===== src/rtl/wakeup_delay_pipeline_if.sv =====
`default_nettype none
// ============================================================================
//  Module      : wakeup_delay_pipeline_if
//  Description : Bundle between the issue stage and the wakeup delay pipeline.
//                The issue side (master) drives stall, issue, issuePtr,
//                issueLatency, flush and flushVector. It receives
//                latencyFree, wakeup, wakeupDstVector, collision and pending.
//                The delay pipeline is the slave side.
//  Revision    : 1.0  initial release
// ============================================================================
interface wakeup_delay_pipeline_if #(
    parameter int ISSUE_WIDTH = 2,
    parameter int ENTRY_NUM   = 16,
    parameter int MAX_LAT     = 3,
    parameter int PTR_W       = $clog2(ENTRY_NUM),
    parameter int LAT_W       = $clog2(MAX_LAT + 1)
);
    logic                                    stall;
    logic [ISSUE_WIDTH-1:0]                  issue;
    logic [ISSUE_WIDTH-1:0][PTR_W-1:0]       issuePtr;
    logic [ISSUE_WIDTH-1:0][LAT_W-1:0]       issueLatency;
    logic                                    flush;
    logic [ENTRY_NUM-1:0]                    flushVector;
    logic [ISSUE_WIDTH-1:0][MAX_LAT-1:0]     latencyFree;
    logic [ISSUE_WIDTH-1:0]                  wakeup;
    logic [ISSUE_WIDTH-1:0][ENTRY_NUM-1:0]   wakeupDstVector;
    logic                                    collision;
    logic                                    pending;

    modport master (
        output stall, issue, issuePtr, issueLatency, flush, flushVector,
        input  latencyFree, wakeup, wakeupDstVector, collision, pending
    );

    modport slave (
        input  stall, issue, issuePtr, issueLatency, flush, flushVector,
        output latencyFree, wakeup, wakeupDstVector, collision, pending
    );
endinterface
`default_nettype wire


===== src/rtl/wakeup_delay_pipeline.sv =====
`default_nettype none
// ============================================================================
//  Module      : wakeup_delay_pipeline
//  Description : Producer side of the scheduler wakeup path. Each issued
//                producer is held in a per-lane delay line for its execution
//                latency. It then appears on wakeup/wakeupDstVector, so the
//                dependency matrix clears the column when the result becomes
//                bypassable. Supports stall hold and selective squash.
//  Ports       : clk   - clock
//                rst   - synchronous reset, active low (0 = reset)
//                bus   - wakeup_delay_pipeline_if.slave:
//                        in : stall, issue, issuePtr, issueLatency,
//                             flush, flushVector
//                        out: latencyFree, wakeup, wakeupDstVector,
//                             collision (sticky), pending
//  Revision    : 1.0  initial release
// ============================================================================
module wakeup_delay_pipeline #(
    parameter int ISSUE_WIDTH = 2,
    parameter int ENTRY_NUM   = 16,
    parameter int MAX_LAT     = 3,
    parameter int PTR_W       = $clog2(ENTRY_NUM),
    parameter int LAT_W       = $clog2(MAX_LAT + 1)
) (
    input  wire logic                 clk,
    input  wire logic                 rst,
    wakeup_delay_pipeline_if.slave    bus
);

    logic [ENTRY_NUM-1:0]   w_flushMask;
    logic [ISSUE_WIDTH-1:0] w_collLane;
    logic [ISSUE_WIDTH-1:0] w_pendLane;
    logic                   r_collision;

    assign w_flushMask = bus.flush ? bus.flushVector : '0;

    for (genvar l = 0; l < ISSUE_WIDTH; l++) begin : g_lane
        // r_slot[k] holds the entries whose wakeup is due k cycles from now.
        logic [MAX_LAT-1:0][ENTRY_NUM-1:0] r_slot;
        // w_ext has an always-empty slot appended above the top slot.
        // The shift and latencyFree logic then reads slot k+1 uniformly.
        logic [MAX_LAT:0][ENTRY_NUM-1:0]   w_ext;
        logic [MAX_LAT-1:0][ENTRY_NUM-1:0] w_shift;
        logic [MAX_LAT-1:0][ENTRY_NUM-1:0] w_new;
        logic [MAX_LAT-1:0][ENTRY_NUM-1:0] w_next;
        logic [MAX_LAT-1:0]                w_free;
        logic [PTR_W-1:0]                  w_ptr;
        logic [ENTRY_NUM-1:0]              w_ins;
        logic                              w_coll;

        assign w_ptr = bus.issuePtr[l];
        assign w_ext = {{ENTRY_NUM{1'b0}}, r_slot};

        // Masking the insert with the flush vector means an entry flushed
        // in its own issue cycle is never woken.
        assign w_ins = bus.issue[l] ? ((ENTRY_NUM'(1) << w_ptr) & ~w_flushMask) : '0;

        // Latency 0 or above MAX_LAT matches no slot, so it acts as no issue.
        always_comb begin
            w_shift = '0;
            w_new   = '0;
            w_next  = '0;
            w_free  = '0;
            w_coll  = 1'b0;
            for (int k = 0; k < MAX_LAT; k++) begin
                w_free[k]  = (w_ext[k+1] == '0);
                w_shift[k] = w_ext[k+1] & ~w_flushMask;
                if (bus.issueLatency[l] == LAT_W'(k + 1)) begin
                    w_new[k] = w_ins;
                end
                w_next[k] = w_shift[k] | w_new[k];
                if ((w_new[k] != '0) && (w_shift[k] != '0)) begin
                    w_coll = 1'b1;
                end
            end
        end

        always_ff @(posedge clk) begin
            if (!rst) begin
                r_slot <= '0;
            end else if (!bus.stall) begin
                r_slot <= w_next;
            end
        end

        assign bus.wakeup[l]          = |r_slot[0];
        assign bus.wakeupDstVector[l] = r_slot[0];
        assign bus.latencyFree[l]     = w_free;
        assign w_collLane[l]          = w_coll;
        assign w_pendLane[l]          = |r_slot;
    end

    // Collision stays set once it is seen; only reset clears it.
    always_ff @(posedge clk) begin
        if (!rst) begin
            r_collision <= 1'b0;
        end else if (!bus.stall && (|w_collLane)) begin
            r_collision <= 1'b1;
        end
    end

    assign bus.collision = r_collision;
    assign bus.pending   = |w_pendLane;

endmodule
`default_nettype wire


===== src/flat_wrapper.sv =====
// flat-port wrapper written by rule: the top's interface ports become plain ports
module wakeup_delay_pipeline_flat 
#(
    parameter int ISSUE_WIDTH = 2,
    parameter int ENTRY_NUM   = 16,
    parameter int MAX_LAT     = 3,
    parameter int PTR_W       = $clog2(ENTRY_NUM),
    parameter int LAT_W       = $clog2(MAX_LAT + 1)
)
  (clk, rst, bus_stall, bus_issue, bus_issuePtr, bus_issueLatency, bus_flush, bus_flushVector, bus_latencyFree, bus_wakeup, bus_wakeupDstVector, bus_collision, bus_pending);
  wakeup_delay_pipeline_if #(.ISSUE_WIDTH(ISSUE_WIDTH), .ENTRY_NUM(ENTRY_NUM), .MAX_LAT(MAX_LAT), .PTR_W(PTR_W), .LAT_W(LAT_W)) bus_i ();
  input  wire logic clk;
  input  wire logic rst;
  input wire logic [$bits(bus_i.stall)-1:0] bus_stall;
  input wire logic [$bits(bus_i.issue)-1:0] bus_issue;
  input wire logic [$bits(bus_i.issuePtr)-1:0] bus_issuePtr;
  input wire logic [$bits(bus_i.issueLatency)-1:0] bus_issueLatency;
  input wire logic [$bits(bus_i.flush)-1:0] bus_flush;
  input wire logic [$bits(bus_i.flushVector)-1:0] bus_flushVector;
  output wire logic [$bits(bus_i.latencyFree)-1:0] bus_latencyFree;
  output wire logic [$bits(bus_i.wakeup)-1:0] bus_wakeup;
  output wire logic [$bits(bus_i.wakeupDstVector)-1:0] bus_wakeupDstVector;
  output wire logic [$bits(bus_i.collision)-1:0] bus_collision;
  output wire logic [$bits(bus_i.pending)-1:0] bus_pending;
  assign bus_i.stall = bus_stall;
  assign bus_i.issue = bus_issue;
  assign bus_i.issuePtr = bus_issuePtr;
  assign bus_i.issueLatency = bus_issueLatency;
  assign bus_i.flush = bus_flush;
  assign bus_i.flushVector = bus_flushVector;
  assign bus_latencyFree = bus_i.latencyFree;
  assign bus_wakeup = bus_i.wakeup;
  assign bus_wakeupDstVector = bus_i.wakeupDstVector;
  assign bus_collision = bus_i.collision;
  assign bus_pending = bus_i.pending;
  wakeup_delay_pipeline #(.ISSUE_WIDTH(ISSUE_WIDTH), .ENTRY_NUM(ENTRY_NUM), .MAX_LAT(MAX_LAT), .PTR_W(PTR_W), .LAT_W(LAT_W)) u_core (.clk(clk), .rst(rst), .bus(bus_i));
endmodule

===== config.mk =====
export PLATFORM = sky130hd
export DESIGN_NAME = wakeup_delay_pipeline_flat
export DESIGN_NICKNAME = d
export VERILOG_FILES = /design/src/rtl/wakeup_delay_pipeline_if.sv /design/src/rtl/wakeup_delay_pipeline.sv /design/src/flat_wrapper.sv
export SDC_FILE = /design/constraint.sdc
export NUM_CORES = 1
export LEC_CHECK = 0
export ABC_AREA = 1
export CAP_MARGIN = 20
export CORE_MARGIN = 4
export CORE_UTILIZATION = 55
export CTS_CLUSTER_SIZE = 24
export DETAILED_ROUTE_END_ITERATION = 8
export PLACE_DENSITY = 0.8
export SYNTH_ARGS = -nofsm -noshare
export SYNTH_HDL_FRONTEND = slang
export SYNTH_SLANG_ARGS = --single-unit

===== constraint.sdc =====
create_clock -name clk -period 2.1 [get_ports clk]
set_clock_uncertainty 0.05 [all_clocks]
set_input_delay 0.63 -clock clk [delete_from_list [all_inputs] [get_ports clk]]
set_output_delay 0.63 -clock clk [all_outputs]
set_load 0.02 [all_outputs]

==> results by group, run 1 <==
Run status
  – Status: stopped before the end
  – Fail Step: 5_1_grt
  – Err: [ERROR GRT-0116] Global routing finished with congestion. Check the congestion regions in the DRC Viewer.

Floorplanning
  – Top-level port count: 76
  – Row cnt: 35
  – Die span in y: between 100 and 150 um
  – Die width: around 110 um
  – Initial core utilization: 0.568

Place
  – Placer Congestion: 1.19
  – Dpl hpwl: about 19,000 um
  – Number of port buffers: 73
  – Cell Area, Placed: slightly above 8000 um^2

Synthesis
  – Synth Area in Adders: 0
  – Synth area leaders: dfxtp_1 37%, nand2_1 11%, nand3_1 8.0%
  – Largest family of logic cells by synthesized area: simple AND/OR/NAND/NOR gates
  – Gate Count Post-Synth: just under 800
  – Most frequent cell after synthesis: nand2_1
  – Seq/Total Area, Yosys: 0.366
  – Synth warn: 0
  – Simple-gate share of the synthesized area: 0.356
  – Post-synth top flop: dfxtp_1
  – Flops & latches, synth: 97
  – Cell Area, Synth: between 5000 and 6000 um^2
  – Xor/xnor cell area share of the yosys netlist: 0
  – Unique cell type count in the Yosys netlist: 27
  – Synth async-reset ratio: 0
  – Synth area leader: dfxtp_1
  – Mux cell area share after synthesis: 0
  – Commonest cells post-synth: 160 x nand2_1, 97 x dfxtp_1, 85 x nand3_1, 74 x nor2_1, 64 x o21ai_0
  – Share of the synthesized area in the top cell type: 0.366
  – Synth Area in Compound Gates: 0.167
  – Syn_area_per_cell: 6.87 um^2
  – Post-synth EDFFs: 0

Global route
  – Vias in the first global route: 10,407
  – Largest net degree at the start of global routing: 77
  – GRT Total Usage: 0.771
  – Gr ovfl total: 2
  – First-pass GRT wire length: between 60,000 and 70,000 um

Clock network
  – CTS H-tree lvls: 3
  – Cts bufs inserted: 9
  – CTS root buf: clkbuf_8
  – Max clock buf depth: 2
  – Sink Count: between 90 and 100
## logic make-up after synthesis
family                 after synthesis
flip-flops                          97
AO/OA/AOI/OAI                      161
AND/OR/NAND/NOR                    403
other                                1
buffers and inverters              110
## layer usage
layer	GRT usage	GRT overflow
met1	0.768	0
met2	0.899	2
met3	0.677	0
met4	0.749	0
met5	0.310	0
## stage by stage
stage / hold WS [ns] / setup slack, ns / std cells / utilization / TNS, ns
2_1_floorplan: 0.400 / 0.0288 / 773 / - / 0
4_1_cts: 0.464 / -0.571 / 1241 / 0.959 / -1.64
3_5_place_dp: 0.443 / -0.824 / 1211 / 0.876 / -25.23
3_3_place_gp: 0.434 / -0.758 / 1211 / 0.876 / -18.90
## timing repair
item | 4_1_cts
pin swaps | 33
setup endpoints to repair | 74
hold buffers | 0
gates resized for setup | 216
gates cloned | 1
setup buffers | 16
==> run 2: changes to the inputs <==
--- a/config.mk
+++ b/config.mk
@@ -8,10 +8,9 @@
 export ABC_AREA = 1
 export CAP_MARGIN = 20
 export CORE_MARGIN = 4
-export CORE_UTILIZATION = 55
-export CTS_CLUSTER_SIZE = 24
+export CORE_UTILIZATION = 40
 export DETAILED_ROUTE_END_ITERATION = 8
-export PLACE_DENSITY = 0.8
+export PLACE_DENSITY_LB_ADDON = 0.15
 export SYNTH_ARGS = -nofsm -noshare
 export SYNTH_HDL_FRONTEND = slang
 export SYNTH_SLANG_ARGS = --single-unit
==> run 2 against run 1 <==
Compared with the run above:
- the flow now finishes, with violations (setup timing)
- area after synthesis did not move
- synthesized cell count did not move
==> results by group, run 2 <==
Run status
  – Status: complete, but fails checks
  – Failing checks: setup timing

Clock network
  – Cts bufs inserted: 9 (unchanged)
  – CTS H-tree lvls: 3 (unchanged)
  – CTS root buf: clkbuf_16
  – Hold buffer count at cts: 0 (unchanged)
  – Sink Count: 97 (unchanged)
  – CTS tree: yes
  – Max clock buf depth: 2 (unchanged)
  – Clk_lat worst skew: roughly 0.36 ns
  – CTS clk-pin slew, worst paths: ~0.070 ns

Routing
  – Post-route ant nets: 0
  – Residual DRC: 0
  – WL per Instance: between 15 and 20 um
  – Starting DRT DRC Count: approximately 830
  – Avg Vias per Cell: about 5.6
  – DRT Wirelength: between 20,000 and 30,000 um
  – Vias: approximately 7,300
  – DRT Pass-1 Iters: 6

Final layout
  – Most frequent cells in the layout: 332 x buf_4, 135 x nand2_1, 83 x dfxtp_1, 64 x o21ai_0, 62 x a31oi_1
  – Fillers: approximately 970
  – Most flop-heavy register: u_core.g_lane.r_slot
  – Commonest non-fill, non-tap cell in the layout: buf_4
  – Area growth syn-to-layout: 82.0%
  – Ratio of cells with drive above 1 in the final layout: 0.467
  – Multi-input logic area: approximately 3500 um^2
  – Cell area after layout: ~9600 um^2
  – # diodes: 0
  – Final net count: around 1,200
  – Max FFs per register: 64
  – Sequential Area: 1960 um^2
  – Cell Count, Final, Fillers Out: between 1,000 and 1,500

Critical path
  – Critical path class: flop to primary output
  – Worst Reg-to-Reg Cells: 11
  – RR Endpoint: u_core.bus.collision$_SDFFE_PN0P_
  – Worst EP required: between 1 and 1.5 ns
  – CP endpoint kind: primary output
  – Critical path startpoint: u_core.bus.wakeupDstVector[27]$_SDFFE_PN0N_
  – CP Max Fanout: 2
  – Arr. time, crit path: approximately 2.0 ns
  – Reg2reg start: u_core.g_lane[0].r_slot[45]$_SDFFE_PN0N_
  – Worst setup SP type: flop
  – Worst reg2reg setup slack: 0.51 ns

Synthesis
  – Cell Area, Synth: 5300 um^2 (unchanged)
  – Most frequent cell after synthesis: nand2_1
  – Post-synth EDFFs: 0 (unchanged)
  – Commonest cells post-synth: 160 x nand2_1, 97 x dfxtp_1, 85 x nand3_1, 74 x nor2_1, 64 x o21ai_0
  – Seq/Total Area, Yosys: 0.366 (unchanged)
  – Unique cell type count in the Yosys netlist: 27 (unchanged)
  – Synth warn: 0 (unchanged)
  – Share of the synthesized area in the top cell type: 0.366 (unchanged)
  – Synth area leaders: dfxtp_1 37%, nand2_1 11%, nand3_1 8.0%
  – Syn_area_per_cell: 6.87 um^2 (unchanged)
  – Synth async-reset ratio: 0 (unchanged)
  – Synth area leader: dfxtp_1
  – Post-synth top flop: dfxtp_1
  – Flops & latches, synth: 97 (unchanged)
  – Gate Count Post-Synth: 772 (unchanged)

Timing
  – RSZ-0062 raised after global routing: yes
  – Min Tclk post-route: approximately 2.6 ns
  – TNS Setup: -0.968 ns
  – Count of final setup violators: 5
  – Period utilisation layout: 1.25
  – F_max: roughly 380 MHz
  – Final hold vios: 0
  – Final WS setup: -0.526 ns
  – Max Transition Viols Final: 0

Pwr
  – P per Cell Area: between 400 and 500 nW/um^2
  – Net Switching: 1.47 mW
  – Sequential Power Share: 0.413
  – Internal power: between 3 and 4 mW
  – Peak supply drop: roughly 0.4 mV
  – Static Leak: 4.66 nW
  – Switching share of power: 0.309
  – Clock power frac: 0.342
  – Final Power: between 4 and 5 mW
  – Combinational share of power: 0.245

Place
  – Place WS: -0.830 ns (-0.00610 ns)
  – Cells after DPL: 1,275 (+5.3%)
  – Number of port buffers: 73 (unchanged)
  – Placer Congestion: 1.06 (-11%)
  – Cell Area, Placed: 8350 um^2 (+2.1%)
  – Dpl hpwl: 18,900 um (-0.64%)

Job
  – Max-Cap Viols: 0

Floorplanning
  – Core Region: between 10,000 and 15,000 um^2
  – Top-level port count: 76 (unchanged)
  – Row cnt: 41 (+17%)
  – Initial core utilization: 0.415 (-0.153)
  – Die width: 123 um (+16%)
  – Die area: between 15,000 and 20,000 um^2
  – Die span in y: 123 um (+16%)

Global route
  – Gr ovfl total: 0
  – Largest net degree at the start of global routing: 65
  – Initial antenna violation count: 0
  – GRT Total Usage: 0.330
  – Vias in the first global route: about 6,700
  – First-pass GRT wire length: between 30,000 and 40,000 um

Hold path
  – Worst hold endpoint: u_core.bus.collision$_SDFFE_PN0P_
  – HP Start: u_core.bus.collision$_SDFFE_PN0P_
  – Worst hold path class: flop to flop
  – Hold-critical path depth: 2
run 2: cell counts after synthesis:
Identical to the previous run, type by type.
run 2: final cells by class:
class                           instances  share of cell area
Timing Repair Buffer                  426               0.369
Clock inverter                          6             0.00506
Clock buffer                           10              0.0248
Tap cell                              172              0.0223
Multi-Input combinational cell        567               0.359
Inverter                               41              0.0162
Sequential cell                        97               0.203
run 2: cells by family (layout without fill, tap and decap cells):
kind of cell / Yosys count / in the layout / synth area share
simple gates: 403 / 404 / 0.356
other cells: 1 / 2 / 0.000707
compound gates: 161 / 161 / 0.167
buf+inv: 110 / 483 / 0.110
flops: 97 / 97 / 0.366
run 2: power groups by stage:
stage | clock network [mW] | registers (mW) | logic, mW
finish | 1.63 | 1.97 | 1.17
global route | 1.70 | 1.97 | 1.24
CTS | 1.64 | 1.96 | 1.09
detailed placement | 0 | 1.99 | 1.01
global placement | 0 | 1.98 | 1.00
floorplan | 0 | 1.99 | 0.457
run 2: critical path, cell delays in order (launching register included):
cell and delay (ns):
dfxtp_2 0.34, nor4_4 0.28, nand4_1 0.15, buf_4 0.18
nor4_4 0.27, buf_4 0.18, nand3_2 0.06, buf_6 0.13
run 2: how the worst max path moves through the flow:
stage,endpoint,cells after the start
detailed placement,u_core.bus.collision$_SDFFE_PN0P_,17
CTS,bus_pending,6
finish,bus_pending,7
floorplan,bus_pending,4
global placement,u_core.bus.collision$_SDFFE_PN0P_,17
global route,bus_pending,7
run 2: layer usage:
| metal | track usage | wire [um] | up-vias |
|---|---|---|---|
| met5 | 0 | 0 | - |
| met4 | 0.106 | 671 | 0 |
| met3 | 0.0636 | 2950 | 48 |
| met2 | 0.459 | 10400 | 451 |
| met1 | 0.508 | 11400 | 3399 |
| li1 | - | - | 3425 |
run 2: per-stage QoR:
| stage | util | hold WS [ns] |
|---|---|---|
| 6_report | 0.755 | 0.437 |
| 2_1_floorplan | - | 0.400 |
| 3_5_place_dp | 0.653 | 0.418 |
| 3_3_place_gp | 0.653 | 0.427 |
| 5_1_grt | 0.755 | 0.454 |
| 4_1_cts | 0.717 | 0.432 |
run 2: repair_timing:
| action | in CTS | in global routing |
|---|---|---|
| gates resized for setup | 183 | 116 |
| gates cloned | 1 | 2 |
| endpoints found under the setup margin | 19 | 19 |
| buffers inserted | 20 | 10 |
| pin swaps | 31 | 55 |
Note: power is estimated with default switching activity, not from simulation.
==> run 3: changes to the inputs <==
--- a/config.mk
+++ b/config.mk
@@ -6,6 +6,7 @@
 export NUM_CORES = 1
 export LEC_CHECK = 0
 export ABC_AREA = 1
+export ABC_CLOCK_PERIOD_IN_PS = 2100
 export CAP_MARGIN = 20
 export CORE_MARGIN = 4
 export CORE_UTILIZATION = 40
==> results of run 3 <==
The final DEF is identical to that of run 2; final timing and power are the same.
